`src/rtl/spi_master_tx.sv`:
```
// SPI master transmit shift stage: pulls 32-bit words from the TX FIFO and shifts
// them out MSB-first on sdo0 (standard) or sdo3..sdo0 (quad), one step per tx_edge.
module spi_master_tx (
  input  logic        clk,
  input  logic        rstn,
  input  logic        en,
  input  logic        tx_edge,
  input  logic        en_quad_in,
  input  logic [15:0] counter_in,
  input  logic        counter_in_upd,
  input  logic [31:0] data,
  input  logic        data_valid,
  output logic        data_ready,
  output logic        clk_en_o,
  output logic        tx_done,
  output logic        sdo0,
  output logic        sdo1,
  output logic        sdo2,
  output logic        sdo3
);

  typedef enum logic [1:0] {IDLE, TRANSMIT, WAIT} state_t;

  state_t      r_state;
  state_t      w_next_state;
  logic [15:0] r_target;
  logic        r_quad;
  logic [31:0] r_shift;
  logic [15:0] r_edge_cnt;
  logic [4:0]  r_word_cnt;
  logic        r_done;

  logic        w_load;
  logic        w_shift;
  logic        w_start;
  logic        w_edge_inc;
  logic        w_done;
  logic [15:0] w_idle_tgt;
  logic [15:0] w_edge_tgt;
  logic        w_word_end;

  // Idle target uses the live quad request; once running, the latched mode applies.
  assign w_idle_tgt = en_quad_in ? {2'b00, r_target[15:2]} : r_target;
  assign w_edge_tgt = r_quad     ? {2'b00, r_target[15:2]} : r_target;
  assign w_word_end = r_quad ? (r_word_cnt == 5'd7) : (r_word_cnt == 5'd31);

  always_comb begin
    w_next_state = r_state;
    data_ready   = 1'b0;
    w_load       = 1'b0;
    w_shift      = 1'b0;
    w_start      = 1'b0;
    w_edge_inc   = 1'b0;
    w_done       = 1'b0;
    case (r_state)
      IDLE: begin
        // Holding off while tx_done is high keeps it apart from data_ready.
        if (en && !r_done) begin
          if (w_idle_tgt == '0) begin
            w_done = 1'b1;
          end else if (data_valid) begin
            data_ready   = 1'b1;
            w_load       = 1'b1;
            w_start      = 1'b1;
            w_next_state = TRANSMIT;
          end
        end
      end
      TRANSMIT: begin
        if (tx_edge) begin
          w_edge_inc = 1'b1;
          if (r_edge_cnt + 16'd1 == w_edge_tgt) begin
            w_done       = 1'b1;
            w_next_state = IDLE;
          end else if (w_word_end) begin
            if (data_valid) begin
              data_ready = 1'b1;
              w_load     = 1'b1;
            end else begin
              w_next_state = WAIT;
            end
          end else begin
            w_shift = 1'b1;
          end
        end
      end
      WAIT: begin
        if (data_valid) begin
          data_ready   = 1'b1;
          w_load       = 1'b1;
          w_next_state = TRANSMIT;
        end
      end
      default: w_next_state = IDLE;
    endcase
  end

  always_ff @(posedge clk or negedge rstn) begin
    if (!rstn) begin
      r_state    <= IDLE;
      r_target   <= '0;
      r_quad     <= 1'b0;
      r_shift    <= '0;
      r_edge_cnt <= '0;
      r_word_cnt <= '0;
      r_done     <= 1'b0;
    end else begin
      r_state <= w_next_state;
      r_done  <= w_done;
      if (r_state == IDLE && counter_in_upd)
        r_target <= counter_in;
      if (w_start)
        r_quad <= en_quad_in;
      if (w_start)
        r_edge_cnt <= '0;
      else if (w_edge_inc)
        r_edge_cnt <= r_edge_cnt + 16'd1;
      if (w_load)
        r_word_cnt <= '0;
      else if (w_shift)
        r_word_cnt <= r_word_cnt + 5'd1;
      if (w_load)
        r_shift <= data;
      else if (w_shift)
        r_shift <= r_quad ? {r_shift[27:0], 4'b0000} : {r_shift[30:0], 1'b0};
    end
  end

  assign clk_en_o = (r_state == TRANSMIT);
  assign tx_done  = r_done;
  assign {sdo3, sdo2, sdo1, sdo0} = r_quad ? r_shift[31:28] : {3'b000, r_shift[31]};

endmodule

```
`config.mk`:
```
export PLATFORM = sky130hd
export DESIGN_NAME = spi_master_tx
export DESIGN_NICKNAME = d
export VERILOG_FILES = /design/src/rtl/spi_master_tx.sv
export SDC_FILE = /design/constraint.sdc
export NUM_CORES = 1
export LEC_CHECK = 0
export CORE_AREA = 10 10 106 146
export DETAILED_ROUTE_END_ITERATION = 6
export DIE_AREA = 0 0 116 156
export SLEW_MARGIN = 20
export SYNTH_ARGS = -nofsm -noshare
export SYNTH_HDL_FRONTEND = slang
export SYNTH_SLANG_ARGS = --single-unit
```
`constraint.sdc`:
```
create_clock -name clk -period 3.9 [get_ports clk]
set_input_delay 0.78 -clock clk [delete_from_list [all_inputs] [get_ports clk]]
set_output_delay 0.78 -clock clk [all_outputs]
set_load 0.05 [all_outputs]
```
==> impl_metrics.yaml, run 1 <==
yosys:
  ys_types: 54
  synthFlopType: "dfrtp_1"
  yosysWarnings: 0
  ys_ff_latch: 73
  synth_top_area_share_pct: 41.5
  yosys-top-cells-area: "dfrtp_1 42%, mux2_2 13%, mux2i_1 8.6%"
  synthCells: 427
  synth_edf_count: 0
  mappedNetlistArea_um2: 4400
  syn-num-nets: 484
  synthArstFlopShare_pct: 100
  synth_top_cell_by_area: "dfrtp_1"
  yosysSeqAreaShare_pct: 41.5
  avgSynthCellArea_um2: 10.3
timing:
  slew_viol_final: 0
  worst_slew_pin_slew_ns: 0.948
  min_period_ns: 3.63
  fin_skew_ns: 0.0106
  fin_crit_sh_pct: 93.2
  fmax_mhz: 275
  fin_ws_ns: 0.265
  rsz0062_at_grt: "no"
  timing.setup.tns_ns: 0
  max_slew_margin_pct: 36.8
  hold_viol_final: 0
  setup_violations: 0
cts:
  cts_max_path_buffers: 2
  cts_buffers: 9
  cts_htree_levels: 3
  ctsHoldBuffers: 0
  cts_setup_buffers: 0
  clk_latency_ns: 0.34
  cts_tree: "done"
  post_cts_resized: 0
  cts.sinks: 73
  clkSlewWorstSetupHoldPaths_ns: 0.06
  root_buffer: "clkbuf_16"
pwr:
  p_seq_share_pct: 34.1
  pwr-share-comb_pct: 42.8
  p_sw_share_pct: 36.6
  p_switching_w: 0.00144
  p_int_w: 0.00251
  p_leak_nw: 2.28
  pwr-share-clk_pct: 23.1
  vdd_drop_max_mv: 0.249
  powerDensity_nw_per_um2: 725
routing:
  drt-initial-drc-count: 97
  ant_nets: 0
  drc_errors: 0
  avgViaCountPerCell: 5.23
  routedWlPerCell_um: 16.4
  vias: 3318
  dr.pass1.iters: 4
  finalWirelength_mm: 10.4
flow_run:
  drv_cap: 0
placed_design:
  hpwl_mm: 7.60
  place.gp.congestion: 0.826
  io_buffer_count: 61
  pre_cts_slack_ns: 0.548
finish:
  drive_gt1_share_pct: 18.9
  antenna_cells: 0
  final_nets: 534
  register_area_um2: 1830
  final_cell_mix: "72 x dfrtp_1, 59 x clkdlybuf4s50_1, 49 x mux2_2, 44 x nand2_1, 38 x mux2i_1"
  syn_to_final_growth_pct: 23.9
  n_fill_cell: 1236
  multi_input_area_um2: 2410
  mostFrequentLayoutCell: "dfrtp_1"
critical_path:
  start_kind: "flop"
  crit_arrival_ns: 2.85
  crit_path_end_kind: "primary output"
  path_cells: "ha_1 > nand3_1 > or2_1 > or4_1 > a211oi_2 > a31oi_4 > buf_12"
  critPathKind: "flop to primary output"
  cp_top_family: "simple AND/OR/NAND/NOR gates"
  crit_buf_inv: 1
  critPathMaxFanout: 5
  critPathSlowestCell: "or4_1"
  cp_data_required_time_ns: 3.12
  slowest_delay_ns: 0.55
global_route:
  grt_antenna_before_repair: 0
  grt_pass1_vias: 3478
  grt_pass1_wl_mm: 17.3
  grt_usage_pct: 11.8
  grt-ovfl-total: 0
  grt_max_degree: 74
floorplanning:
  core_area_um2: 12800
  initial_core_util_pct: 34.5
  ios: 62
  num_rows: 49
  die_area_um2: 18100
  die_w_um: 116
  die_h_um: 156
hold_path:
  hold_path.class: "flop to flop"
run_status:
  status: "complete, no violations"
-- routing by layer --
layer	part of all wire, %	vias to the layer above	wire length (um)	global-route usage, %
li1	-	1638	-	-
met1	43	1603	4440	13.5
met2	51	65	5300	20.3
met3	4.5	12	467	3.43
met4	1.9	0	197	4.00
met5	0	-	0	0
-- kinds of logic (layout without fill, tap and decap cells) --
kind of cell,after synthesis,in the layout,synth area share (%)
AND/OR/NAND/NOR,131,131,15.5
multiplexers,88,88,21.5
flip-flops,73,73,41.5
AO/OA/AOI/OAI,71,71,10.1
XOR/XNOR,33,33,6.57
buffers and inverters,29,84,4.21
adder cells (fa/ha/maj),2,2,0.569
-- through the flow --
step,total power [W],area (um^2),util (%),hold WS [ns],instances
after global routing,0.00423,5450,42.7,0.546,635
after CTS,0.00400,5450,42.7,0.527,635
final,0.00395,5450,42.7,0.530,635
after detailed placement,0.00306,5120,40.2,0.505,619
after global placement,0.00300,5120,40.2,0.513,619
after floorplan,0.00266,4400,-,0.474,427
-- sequential cells by signal, indices dropped and copies added (netlist names) --
register / count
r_state: 2
r_shift: 32
r_quad: 1
tx_done: 1
r_word_cnt: 5
r_target: 16
r_edge_cnt: 16
-- final timing paths --
path / startpoint / to / slack [ns] / cells after the start
worst max-delay path: r_edge_cnt[0] / data_ready / 0.27 / 7
worst min-delay path: r_shift[0] / r_shift[0] / 0.53 / 1
worst max register to register: r_quad / r_shift[2] / 0.71 / 10
worst min register to register: r_shift[0] / r_shift[0] / 0.53 / 1
max in group asynchronous: rstn / r_target[13] / 2.61 / 2
min in group asynchronous: rstn / r_target[2] / 0.65 / 2
-- power by group through the flow --
stage	Clock (W)	Sequential [W]	Combinational (W)
6_report	0.000912	0.00135	0.00169
5_1_grt	0.000966	0.00140	0.00186
4_1_cts	0.000936	0.00135	0.00171
3_5_place_dp	0	0.00136	0.00170
3_3_place_gp	0	0.00135	0.00165
2_1_floorplan	0	0.00121	0.00144
-- cells in the mapped netlist, drive strengths merged (2+ instances only) --
cell type and number:
a31o 2, o211a 2, xnor2 22, xor2 11, mux2i 38, dfrtp 73, clkbuf 13, mux2 50
nor3 10, or4 5, a221o 3, buf 16, o31ai 2, and2 4, or3 7, nor4 4
a31oi 4, nand4 8, a21oi 13, o211ai 2, nor3b 4, nor2 22, nand3 8, nand2 44
nand2b 4, or2 3, o21ai 35, a21o 2, ha 2, nor2b 2
-- cell type report --
type,count,area share [%]
clock buffers,10,4.38
well taps,153,3.51
repair buffers,68,12.7
flip-flops and latches,73,33.5
multi-input cells,325,44.2
clock inverters,6,1.65
Note: power is estimated with default switching activity, not from simulation.
==> run 2: changes to the inputs <==
CTS_CLUSTER_DIAMETER = 40   (was not set)
==> results of run 2 <==
The final DEF is identical to that of run 1; final timing and power are the same.
